===== config.mk =====
export PLATFORM = sky130hd
export DESIGN_NAME = unique_mru_tracker
export DESIGN_NICKNAME = d
export VERILOG_FILES = /design/src/rtl/unique_mru_tracker.sv
export SDC_FILE = /design/constraint.sdc
export NUM_CORES = 1
export LEC_CHECK = 0
export BUFFER_PORTS_ARGS = -buffer_cell sky130_fd_sc_hd__buf_2
export CAP_MARGIN = 30
export CORE_MARGIN = 1.5
export CORE_UTILIZATION = 40
export DETAILED_ROUTE_END_ITERATION = 12
export GPL_ROUTABILITY_DRIVEN = 1
export SLEW_MARGIN = 40
export SYNTH_ARGS = -nofsm -noshare
export SYNTH_HDL_FRONTEND = slang
export SYNTH_SLANG_ARGS = --single-unit
export TNS_END_PERCENT = 5

===== constraint.sdc =====
create_clock -name clk_in -period 2.7 [get_ports clk_in]
set_clock_uncertainty 0.2 [all_clocks]
set_input_delay 0.54 -clock clk_in [delete_from_list [all_inputs] [get_ports clk_in]]
set_output_delay 0.54 -clock clk_in [all_outputs]
set_load 0.05 [all_outputs]

===== src/rtl/unique_mru_tracker.sv =====
// unique_mru_tracker: keeps a DEPTH-entry list of the most recently seen
// distinct DATA_W-bit values (entry 0 = most recent). Samples pass through a
// one-deep input register, then are matched against the list. A miss inserts
// the sample at entry 0 and may evict the oldest entry; a hit optionally moves
// the matching entry to the front.
module unique_mru_tracker #(
    parameter int DATA_W      = 8,
    parameter int DEPTH       = 4,
    parameter int HIT_PROMOTE = 1
) (
    input  logic                            clk_in,
    input  logic                            reset_n_in,
    input  logic                            data_valid_in,
    input  logic [DATA_W-1:0]               data_in,
    input  logic                            flush_in,
    output logic [DEPTH*DATA_W-1:0]         out_data_o,
    output logic [DEPTH-1:0]                out_valid_o,
    output logic [$clog2(DEPTH+1)-1:0]      count_o,
    output logic                            hit_o,
    output logic [$clog2(DEPTH)-1:0]        hit_idx_o,
    output logic                            miss_o,
    output logic                            evict_valid_o,
    output logic [DATA_W-1:0]               evict_data_o
);

    localparam int CNT_W = $clog2(DEPTH + 1);
    localparam int IDX_W = $clog2(DEPTH);

    logic [DEPTH-1:0][DATA_W-1:0] ent_q, ent_d;
    logic [DEPTH-1:0]             vld_q, vld_d;
    logic [CNT_W-1:0]             count_q, count_d;
    logic                         s1_vld_q, s1_vld_d;
    logic [DATA_W-1:0]            s1_data_q, s1_data_d;
    logic                         hit_q, hit_d;
    logic [IDX_W-1:0]             hit_idx_q, hit_idx_d;
    logic                         miss_q, miss_d;
    logic                         evict_valid_q, evict_valid_d;
    logic [DATA_W-1:0]            evict_data_q, evict_data_d;

    logic [DEPTH-1:0]             match;
    logic                         hit_any;
    logic [IDX_W-1:0]             match_idx;

    // Compare the staged sample against every valid entry; invalid entries never match.
    always_comb begin
        match     = '0;
        match_idx = '0;
        for (int k = 0; k < DEPTH; k++) begin
            match[k] = vld_q[k] && (ent_q[k] == s1_data_q);
        end
        // Entries are unique, so at most one bit is set; the encoder order is moot.
        for (int k = DEPTH - 1; k >= 0; k--) begin
            if (match[k]) begin
                match_idx = IDX_W'(k);
            end
        end
        hit_any = |match;
    end

    // Next-state for the input stage, the list, the occupancy and the status flags.
    always_comb begin
        ent_d         = ent_q;
        vld_d         = vld_q;
        count_d       = count_q;
        s1_vld_d      = data_valid_in;
        s1_data_d     = data_valid_in ? data_in : s1_data_q;
        hit_d         = 1'b0;
        hit_idx_d     = hit_idx_q;
        miss_d        = 1'b0;
        evict_valid_d = 1'b0;
        evict_data_d  = evict_data_q;

        if (flush_in) begin
            // Flush wins over everything, including a sample arriving this edge.
            ent_d     = '0;
            vld_d     = '0;
            count_d   = '0;
            s1_vld_d  = 1'b0;
            s1_data_d = '0;
        end else if (s1_vld_q) begin
            if (hit_any) begin
                hit_d     = 1'b1;
                hit_idx_d = match_idx;
                if (HIT_PROMOTE != 0) begin
                    // Rotate entries 0..h by one; entry h is the sample itself.
                    for (int k = 1; k < DEPTH; k++) begin
                        if (k <= int'(match_idx)) begin
                            ent_d[k] = ent_q[k-1];
                        end
                    end
                    ent_d[0] = s1_data_q;
                end
            end else begin
                miss_d = 1'b1;
                if (vld_q[DEPTH-1]) begin
                    evict_valid_d = 1'b1;
                    evict_data_d  = ent_q[DEPTH-1];
                end
                for (int k = 1; k < DEPTH; k++) begin
                    ent_d[k] = ent_q[k-1];
                end
                ent_d[0] = s1_data_q;
                vld_d    = {vld_q[DEPTH-2:0], 1'b1};
                if (count_q != CNT_W'(DEPTH)) begin
                    count_d = count_q + CNT_W'(1);
                end
            end
        end
    end

    // State registers with asynchronous active-low clear.
    always_ff @(posedge clk_in or negedge reset_n_in) begin
        if (!reset_n_in) begin
            ent_q         <= '0;
            vld_q         <= '0;
            count_q       <= '0;
            s1_vld_q      <= 1'b0;
            s1_data_q     <= '0;
            hit_q         <= 1'b0;
            hit_idx_q     <= '0;
            miss_q        <= 1'b0;
            evict_valid_q <= 1'b0;
            evict_data_q  <= '0;
        end else begin
            ent_q         <= ent_d;
            vld_q         <= vld_d;
            count_q       <= count_d;
            s1_vld_q      <= s1_vld_d;
            s1_data_q     <= s1_data_d;
            hit_q         <= hit_d;
            hit_idx_q     <= hit_idx_d;
            miss_q        <= miss_d;
            evict_valid_q <= evict_valid_d;
            evict_data_q  <= evict_data_d;
        end
    end

    assign out_data_o    = ent_q;
    assign out_valid_o   = vld_q;
    assign count_o       = count_q;
    assign hit_o         = hit_q;
    assign hit_idx_o     = hit_idx_q;
    assign miss_o        = miss_q;
    assign evict_valid_o = evict_valid_q;
    assign evict_data_o  = evict_data_q;

endmodule

# Yosys cells after proc, flatten, opt, wreduce, memory -nomap -nowiden
# Cells that the tools add are included.
# W data, S select, Z words.
# totals
register_bits,61
input_bits,12
output_inout_bits,52
# op_classes
addsub,1
magnitude_cmp,3
eq_ne,9
muxes,30
n_bitwise,2
n_reduce_logical,15
# op_table
op,count
$mux W32,3
$mux W8,5
$eq A8 B8 Y1,4
$mux W3,4
$mux W4,3
$mux W1,11
$ne A3 B2 Y1 const B,3
$mux W2,4
$reduce_and A2 Y1,4
$reduce_and A3 Y1,2
$reduce_bool A2 Y1,3
$le A2 B2 Y1 const A,2
$logic_and A1 B1 Y1,4
$reduce_and A4 Y1,1
$reduce_or A4 Y1,1
$add A3 B1 Y3 const B,1
$ne A3 B3 Y1 const B,1
$le A1 B2 Y1 const A,1
$ne A2 B2 Y1 const B,1
$not A1 Y1,2

# Depth between registers and ports, before layout
# Gate-level depths: netlist of the first run.
# depth
depth_word,11
mapped_depth,9
depth_no_buf,6

# Worst setup path after synthesis of the first run
# No wires, ideal clock.
# synth_timing
path_type,reg2reg
startpoint,reg ent_q (netlist bit out_data_o[10])
endpoint,reg count_q[2] (netlist: count_o[2])
setup_ns,0.129
t_arrival_ns,1.885
required_time_ns,2.371
path_slack_ns,0.485
stages_incl_launch_ff,8
n_path_buf,1
period_less_slack_ns,2.215
cell_sequence,dfrtp_1 -> xor2_1 -> nor4_2 -> nand4_2 -> nor3b_2 -> buf_4 -> a31oi_1 -> a211oi_1
# synth_between
elab_chain_len,5
# synth_lines
element,line,source
from (decl),29,"logic [DEPTH-1:0][DATA_W-1:0] ent_q, ent_d;"
from (signal assigned),125,ent_q <= ent_d;
$eq A8 B8 Y1,49,match[k] = vld_q[k] && (ent_q[k] == s1_data_q);
$logic_and A1 B1 Y1,49,
$reduce_or A4 Y1,57,hit_any = |match;
$ne A2 B2 Y1 (no source line),-,
$reduce_and A3 Y1 (no source line),-,
to (signal assigned),127,count_q <= count_d;
to (decl),31,"logic [CNT_W-1:0] count_q, count_d;"
# No other way between the ends.
# A chain may end at the register's enable or synchronous reset.

# Final worst setup path of the first run
# layout_timing
startpoint,reg s1_data_q[4]
endpoint,reg vld_q[3] (netlist: out_valid_o[3])
# layout_between
elab_chain_len,5
# layout_lines
element,line,source
from (decl),33,"logic [DATA_W-1:0] s1_data_q, s1_data_d;"
from (signal assigned),129,s1_data_q <= s1_data_d;
$eq A8 B8 Y1,49,
$logic_and A1 B1 Y1,49,
$reduce_or A4 Y1 *,57,
$ne A2 B2 Y1 (no source line) *,-,
$reduce_and A2 Y1 (no source line) *,-,
to (signal assigned),126,vld_q <= vld_d;
to (decl),30,"logic [DEPTH-1:0] vld_q, vld_d;"
# Every way passes the cells marked *; elsewhere a longest branch is shown, timed or not.

==> results of run 1 <==
## cell usage after synthesis (all sizes together) (2+ instances only)
library cell,n
ha,2
xnor2,25
mux2,9
nand3,3
nand2b,4
o31ai,2
xor2,7
nor3,5
or2b,4
nor2,43
mux2i,44
clkbuf,7
or3,2
a21oi,4
buf,11
nor2b,3
nand4,4
nand2,6
inv,2
dfrtp,61
## through the flow
stage                     utilization (%)  instance area (um2)  hold slack, ps  power (mW)  setup WS (ps)
final                               49.73                 3626           3.783       2.231          391.2
after global routing                49.73                 3626           31.29       2.306          256.3
after CTS                           49.73                 3626           15.98       2.251          378.0
after detailed placement            46.17                 3367           294.8       1.200          384.2
after global placement              46.09                 3361           286.8       1.197          294.5
after floorplan                         -                 3027           44.41       1.143          485.3
## sequential cells by signal, summed over array words and instances (netlist names)
signal         cells
evict_valid_o      1
s1_data_q          8
hit_idx_o          2
out_valid_o        4
hit_o              1
count_o            3
miss_o             1
evict_data_o       8
s1_vld_q           1
out_data_o        32
## cell type report
class,instances,area [um2]
timing repair buffer,67,357.8
tap,99,123.9
sequential,61,1526
clock inverter,3,90.09
clock buffer,13,168.9
multi-input combinational,177,1351
inverter,2,7.507
fill,725,3666
## power by group through the flow
stage	sequential [mW]	combinational, mW	clock (mW)
finish	0.961	0.218	1.05
global route	0.964	0.239	1.10
CTS	0.962	0.221	1.07
detailed placement	0.979	0.221	0
global placement	0.978	0.219	0
floorplan	0.999	0.144	0
## cell families after synthesis
group,count (synthesis),share of synthesized area [%]
compound gates,10,2.232
xor+xnor,32,9.260
fa+ha+maj,2,0.8267
buf+inv,20,5.291
flops,61,50.43
mux,53,17.90
simple gates,80,14.06
## worst min path at each step
| stage | to | slack, ps | depth (start not counted) |
|---|---|---|---|
| after floorplan | count_o[0] | 40 | 0 |
| after global routing | hit_o | 30 | 2 |
| final | hit_o | 4 | 2 |
| after detailed placement | hit_idx_o[0] | 290 | 1 |
| after CTS | count_o[0] | 20 | 2 |
| after global placement | evict_data_o[1] | 290 | 1 |
## routing by layer
metal	up-vias	wire [um]	track usage [%]	part of all wire, %
li1	983	-	-	-
met1	1044	3210	23.51	48
met2	49	3069	27.23	46
met3	10	257	3.976	3.9
met4	0	116	7.143	1.7
met5	-	0	0	0
==> flow_metrics.tcl, run 1 <==
set metrics [dict create \
    cp_top_family "simple AND/OR/NAND/NOR gates" \
    p_clk_share_pct 47.1 \
    ir_drop_mv 0.2865 \
    r2r_setup_slack_ps 390 \
    clk_path_buf_depth 2 \
    fmax_mhz 433.1 \
    synth-edff-count 0 \
    period_needed_ps 2309 \
    antenna_found_initial 0 \
    end_kind "flop" \
    crit_type "flop to flop" \
    syn_inst 258 \
    seqPwrFrac_pct 43.1 \
    leakagePower_nw 1.867 \
    combPwrFrac_pct 9.8 \
    seq_area_frac_synth_pct 50.43 \
    wirelength_um 6654 \
    p_int_mw 1.702 \
    power.switching_uw 529.2 \
    worstPathCellList "xnor2_1 -> nand4_1 -> o31ai_2 -> buf_4 -> nor2b_4 -> and2b_4 -> mux2i_1" \
    ys_types 37 \
    cts-htree-levels 3 \
    p_per_area_nw_per_um2 615.4 \
    io_pins 64 \
    crit_end "out_valid_o[3]" \
    grt.overflow.total 0 \
    hold_viol 0 \
    rsz0062_at_grt "false" \
    yosysTopAreaCell "dfrtp_1" \
    final_nets 332 \
    placement_rows 31 \
    dpl.hpwl_um 4657 \
    syn_avg_cell_area_um2 11.73 \
    syn_area_um2 3027 \
    first_pass_iters 4 \
    clk_pin_slew_worst_paths_ps 70 \
    grt_pass1_vias 2134 \
    critPathMaxStageDelay_ps 480 \
    initial_utilization_pct 41.51 \
    async_reset_ff_share_pct 100.0 \
    synth_top_cell_area_share_pct 50.43 \
    via_per_inst 4.943 \
    cts_made_buffers 9 \
    fp.coreArea_um2 7292 \
    cts_resized 0 \
    crit_start "s1_data_q[4]" \
    cap_violations 0 \
    io_buffers 63 \
    vias 2086 \
    status "completed" \
    max_slew_margin_pct 58.07 \
    yosysWarnings 0 \
    cts.sinks 61 \
    ant_nets 0 \
    drv_slew 0 \
    cp.depth 7 \
    areaGrowthSynthToFinish_pct 19.80 \
    cp_num_buf_inv 1 \
    worst-path-max-fanout 9 \
    holdBufCountCts 0 \
    dp.cells 406 \
    r2r_end "out_valid_o[3]" \
    worstPathArrival_ps 2370 \
    drt-initial-drc-count 87 \
    mostFrequentLayoutCell "buf_2" \
    tritoncts "built" \
    p_sw_share_pct 23.72 \
    start_kind "flop" \
    diodes 0 \
    crit_required_ps 2760 \
    slowest_stage "dfrtp_1" \
    ys_ff_latch 61 \
    remaining_drc_errors 0 \
    synth_top_flop_cell "dfrtp_1" \
    timing.final.crit_share_pct 85.51 \
    drive_gt1_share_pct 32.51 \
    grt_max_degree 62 \
    hold_path_class "primary input to asynchronous set/reset pin" \
    setup_tns_ps 0 \
    r2r_cells 7 \
    finalNonFillerCells 422 \
    post_cts_buffers 0 \
    die_y_um 89.99 \
    die-width_um 89.99 \
    grt_usage_pct 17.45 \
    cts_root_buffer "clkbuf_8" \
    grt_pass1_wl_um 10990 \
    synth_nets 272 \
    netlist_top_cells_area "dfrtp_1 (50%), mux2i_1 (15%), xnor2_1 (7.2%)" \
    wl_per_cell_um 15.77 \
    setup_viol 0 \
    layout_common_cells "buf_2 (63), dfrtp_1 (61), mux2i_1 (44)" \
    tightest_slew_ps 628.3 \
    clkLatencyLatePin_ps 340 \
    die_area_um2 8097 \
    r2r-start "s1_data_q[4]" \
    place_congestion 0.7735 \
]
Power figures use the tool's default switching activity.
==> run 2: changes to the inputs <==
ABC_AREA = 1   (was unset)
==> run 2 against run 1 <==
Compared with the run above: core utilization shrank 0.16 points; maximum frequency grew 12%; combinational power grew 76%; largest power group is now sequential cells; clock-buffer cell count shrank 3; clock power shrank 20%; sequential cell count is the same; largest cell class unchanged; first-iteration DRC count grew 41%; routed wire length grew 33%.
==> flow_metrics.tcl, run 2 <==
set metrics [dict create \
    timing.final.ws_setup_ps 639.8 \
    first_pass_iters 4 \
    clk_pin_slew_worst_paths_ps 70 \
    clkLatencyLatePin_ps 350 \
    netlist_top_cells_area "dfrtp_1 (48%), nand2_1 (15%), inv_1 (5.6%)" \
    grt_max_degree 49 \
    synth_nets 418 \
    whs_ps 192.3 \
    ant_nets 0 \
    seq_area_frac_synth_pct 47.53 \
    crit_top_cell "nand2_1" \
    crit_required_ps 2790 \
    via_per_inst 4.952 \
    async_reset_ff_share_pct 100.0 \
    areaGrowthSynthToFinish_pct 19.87 \
    io_pins 64 \
    remaining_drc_errors 0 \
    hold_viol 0 \
    r2r_setup_slack_ps 640 \
    r2r-start "s1_data_q[3]" \
    tritoncts "built" \
    post-route-util_pct 49.57 \
    place_area_um2 3640 \
    cp_top_family "simple AND/OR/NAND/NOR gates" \
    drive_gt1_share_pct 25.99 \
    drv_slew 0 \
    cts_made_buffers 9 \
    die_area_um2 8576 \
    holdPathStages 3 \
    synth_top_flop_cell "dfrtp_1" \
    synthTopCellsByCount "nand2_1 (132), dfrtp_1 (61), inv_1 (48)" \
    cts_root_buffer "clkbuf_8" \
    grt_pass1_vias 2848 \
    syn_area_um2 3212 \
    finalNonFillerCells 583 \
    status "completed" \
    hold_path_class "primary input to flop" \
    timing.final.crit_share_pct 76.30 \
    hold_start "data_in[0]" \
    grt_usage_pct 22.29 \
    wirelength_um 8859 \
    drt-initial-drc-count 123 \
    fin_area_um2 3850 \
    largest_reg_flops 32 \
    io_buffers 63 \
    grt.overflow.total 0 \
    synth_top_cell_area_share_pct 47.53 \
    die_y_um 92.61 \
    diodes 0 \
    cp_num_buf_inv 3 \
    dpl.hpwl_um 6811 \
    fillers 842 \
    max_slew_margin_pct 54.81 \
    worstPathArrival_ps 2150 \
    hold_end "s1_data_q[0]" \
    critPathMaxStageDelay_ps 460 \
    yosysWarnings 0 \
    die-width_um 92.61 \
    rsz0062_at_grt "false" \
    cap_violations 0 \
    yosysTopAreaCell "dfrtp_1" \
    worst-path-max-fanout 15 \
    final_nets 490 \
    ys_ff_latch 61 \
    synth-edff-count 0 \
    placement_rows 32 \
    leakagePower_nw 2.053 \
    initial_utilization_pct 41.35 \
    cts-htree-levels 3 \
    dp.cells 566 \
    cts.sinks 61 \
    synth.most_common_cell "nand2_1" \
    layout_common_cells "nand2_1 (132), buf_2 (63), dfrtp_1 (61)" \
    r2r_end "evict_data_o[4]" \
    start_kind "flop" \
    setup_tns_ps 0 \
    pre_cts_slack_ps 667.7 \
    ir_drop_mv 0.2305 \
    fmax_mhz 485.4 \
    total_power_mw 2.206 \
    r2r_cells 13 \
    p_per_area_nw_per_um2 572.9 \
    antenna_found_initial 0 \
    crit_type "flop to flop" \
    tightest_slew_ps 675.4 \
    period_needed_ps 2060 \
    slowest_stage "dfrtp_1" \
    mostFrequentLayoutCell "nand2_1" \
    end_kind "flop" \
    clk_path_buf_depth 2 \
    syn_inst 404 \
    place_congestion 0.8349 \
    setup_viol 0 \
    wl_per_cell_um 15.20 \
    ys_types 34 \
    worstPathCellList "inv_2 -> nand2_1 -> nand2_1 -> inv_2 -> nand2_2 -> nor2_4 -> nand3_4 -> nand2_4 -> nor2_4 -> nand3_4 -> inv_1 -> nand2_1 -> nand2_1" \
    grt_pass1_wl_um 14400 \
    vias 2887 \
    syn_avg_cell_area_um2 7.950 \
    fp.coreArea_um2 7767 \
]
[run 2: changes by cell type in the layout (fill, tap and decap cells not counted), sizes merged, moves of 19 or more]
cell and change:
o21ai +23, inv +57, nand2 +136, xnor2 -22, a21oi +19, nand3 +24, mux2i -44
[run 2: report_power, final]
group,switching (mW),internal [mW],total [mW]
clock network,0.388,0.447,0.835
logic,0.279,0.105,0.383
registers,0.0419,0.945,0.987
[run 2: timing repair]
action	in CTS	in global routing
setup buffers	0	0
hold buffers	1	0
endpoints found under the hold margin	13	0
setup endpoints to repair	0	0
gates resized for setup	0	0
[run 2: cell type report]
| cell class | instances | area [um2] | share of cell area (%) |
|---|---|---|---|
| Sequential cell | 61 | 1526 | 39.65 |
| Multi-Input combinational cell | 277 | 1410 | 36.63 |
| Timing Repair Buffer | 67 | 360.3 | 9.360 |
| Inverter | 60 | 225.2 | 5.850 |
| Clock buffer | 10 | 137.6 | 3.575 |
| Tap cell | 102 | 127.6 | 3.315 |
| Clock inverter | 6 | 62.56 | 1.625 |
[run 2: worst reg2reg max path, cell delays in order (launching register included)]
cell and delay [ps]:
dfrtp_1 460, inv_2 170, nand2_1 70, nand2_1 120
inv_2 50, nand2_2 70, nor2_4 40, nand3_4 90
nand2_4 80, nor2_4 140, nand3_4 210, inv_1 180
nand2_1 70, nand2_1 60
[run 2: cell families (layout without fill, tap and decap cells)]
kind of cell / count (synthesis) / in the layout / share of synthesized area, %
fa+ha+maj: 2 / 2 / 0.7790
simple gates: 206 / 206 / 29.65
buf+inv: 66 / 143 / 8.570
xor+xnor: 5 / 5 / 1.364
flops: 61 / 61 / 47.53
compound gates: 64 / 64 / 12.12
[run 2: routing by layer]
layer	share of wire, %	GRT usage (%)	up-vias
met3	4.8	3.859	10
met5	0	0	-
met1	47	30.19	1381
met2	47	35.23	73
li1	-	-	1423
met4	1.5	9.103	0
[run 2: worst max path at each step]
stage                         startpoint              end  slack (ps)  depth (start not counted)
after floorplan           out_data_o[26]  evict_data_o[7]         650                         12
after global placement          flush_in   out_data_o[23]         660                          4
after detailed placement    s1_data_q[3]  evict_data_o[4]         670                         13
after CTS                   s1_data_q[3]  evict_data_o[4]         660                         13
after global routing        s1_data_q[0]    out_data_o[8]         470                          8
final                       s1_data_q[3]  evict_data_o[4]         640                         13
==> run 3: changes to the inputs <==
clock period = 2 ns   (was 2.7 ns; I/O delays follow)
==> run 3 against run 2 <==
Compared with the run above: cell area rose by 7.2%; via count rose by 3.1%; cell count rose by 3.6%; core utilization increased by 3.6 points; sequential share of layout area is 2.5 points lower; worst hold slack got worse by 140 ps; first-iteration DRC count up 32%.
==> flow_metrics.tcl, run 3 (synthesized netlist as in run 2, its figures left out) <==
set metrics [dict create \
    status "completed" \
    wl_per_cell_um 15.52 \
    final_nets 511 \
    hold_path_class "primary input to flop" \
    whs_ps 53.10 \
    seqPwrFrac_pct 40.9 \
    p_per_area_nw_per_um2 789.6 \
    tightest_slew_ps 350.2 \
    initial_utilization_pct 41.35 \
    timing.final.crit_share_pct 95.28 \
    io_buffers 63 \
    antenna_found_initial 0 \
    layout_common_cells "nand2_1 (126), buf_2 (63), dfrtp_1 (54)" \
    wirelength_um 9377 \
    setup_viol 0 \
    drv_slew 0 \
    cap_violations 0 \
    ant_nets 0 \
    crit_required_ps 2090 \
    cts_root_buffer "clkbuf_8" \
    worstPathArrival_ps 1990 \
    total_power_mw 3.259 \
    grt.overflow.total 0 \
    r2r_setup_slack_ps 90 \
    fin_area_um2 4128 \
    die-width_um 92.61 \
    grt_pass1_vias 2900 \
    placement_rows 32 \
    cts-htree-levels 3 \
    clkLatencyLatePin_ps 360 \
    end_kind "flop" \
    leakagePower_nw 2.187 \
    die_y_um 92.61 \
    p_clk_share_pct 41.7 \
    dpl.hpwl_um 7011 \
    tritoncts "built" \
    start_kind "flop" \
    hold_viol 0 \
    mostFrequentLayoutCell "nand2_1" \
    die_area_um2 8576 \
    diodes 0 \
    cts.sinks 61 \
    crit_type "flop to flop" \
    p_int_mw 2.306 \
    grt_pass1_wl_um 14910 \
    worst-path-max-fanout 5 \
    first_pass_iters 5 \
    drive_gt1_share_pct 33.27 \
    p_sw_share_pct 29.25 \
    remaining_drc_errors 0 \
    power.switching_uw 953.4 \
    grt_usage_pct 23.17 \
    rsz0062_at_grt "true" \
    via_per_inst 4.927 \
    cts_made_buffers 9 \
    largest_reg_flops 32 \
    clk_path_buf_depth 2 \
    io_pins 64 \
    fmax_mhz 524.8 \
    drt-initial-drc-count 162 \
    grt_max_degree 62 \
    ir_drop_mv 0.3396 \
    clk_pin_slew_worst_paths_ps 70 \
    fp.coreArea_um2 7767 \
    period_needed_ps 1906 \
    areaGrowthSynthToFinish_pct 28.52 \
    place_congestion 0.9038 \
    vias 2976 \
    combPwrFrac_pct 17.4 \
    max_slew_margin_pct 76.63 \
    place_area_um2 3782 \
]
-- run 3: critical path, cell delays in order (launching register included) --
cell and delay, ps:
dfrtp_2 440, inv_2 120, nand2_1 60, nand2_1 110, inv_2 40, nand2_2 80, nor2_4 40, nand3_4 90
nand2_4 80, nor2_4 210, buf_4 150, nand3_1 70, a21oi_2 140
-- run 3: area by class of cell --
class | count | area (um2)
Fill cell | 773 | 3640
Sequential cell | 61 | 1535
Multi-Input combinational cell | 278 | 1466
Timing Repair Buffer | 87 | 523.0
Inverter | 60 | 235.2
Clock buffer | 12 | 145.1
Tap cell | 102 | 127.6
Clock inverter | 4 | 95.09
-- run 3: timing repair --
action	in CTS	in global routing
gates resized for setup	1	26
setup endpoints to repair	2	33
setup buffers	0	3
gates cloned	0	1
hold endpoints to repair	61	0
hold buffers	1	0
pin swaps	0	4
-- run 3: layer usage --
layer	vias up	GRT usage, %	part of all wire (%)
met3	13	3.448	5.4
li1	1467	-	-
met2	87	36.70	48
met1	1409	31.79	45
met5	-	0	0
met4	0	9.231	1.5
-- run 3: per-stage QoR --
| stage | util (%) | std cells | TNS, ps | setup slack (ps) |
|---|---|---|---|---|
| after floorplan | - | 404 | 0 | 11.82 |
| after detailed placement | 48.70 | 583 | -22.62 | -20.07 |
| after CTS | 51.93 | 600 | 0 | 0.6790 |
| after global placement | 48.70 | 583 | -4.055 | -4.055 |
| final | 53.14 | 604 | 0 | 94.47 |
| after global routing | 53.14 | 604 | -206.0 | -40.13 |
-- run 3: final timing paths --
path,end,cells after the start,from
max reg2reg,out_data_o[29],12,s1_data_q[4]
min in group asynchronous,s1_data_q[6],3,reset_n_in
min reg2reg,evict_data_o[3],2,evict_data_o[3]
max in group asynchronous,out_data_o[26],3,reset_n_in
min,s1_data_q[3],3,data_in[3]
max,out_data_o[29],12,s1_data_q[4]
-- run 3: power groups by stage --
stage	clock [mW]	combinational, mW	sequential [mW]
floorplan	0	0.260	1.46
global placement	0	0.543	1.35
detailed placement	0	0.547	1.35
CTS	1.38	0.551	1.33
global route	1.41	0.618	1.34
finish	1.36	0.566	1.33
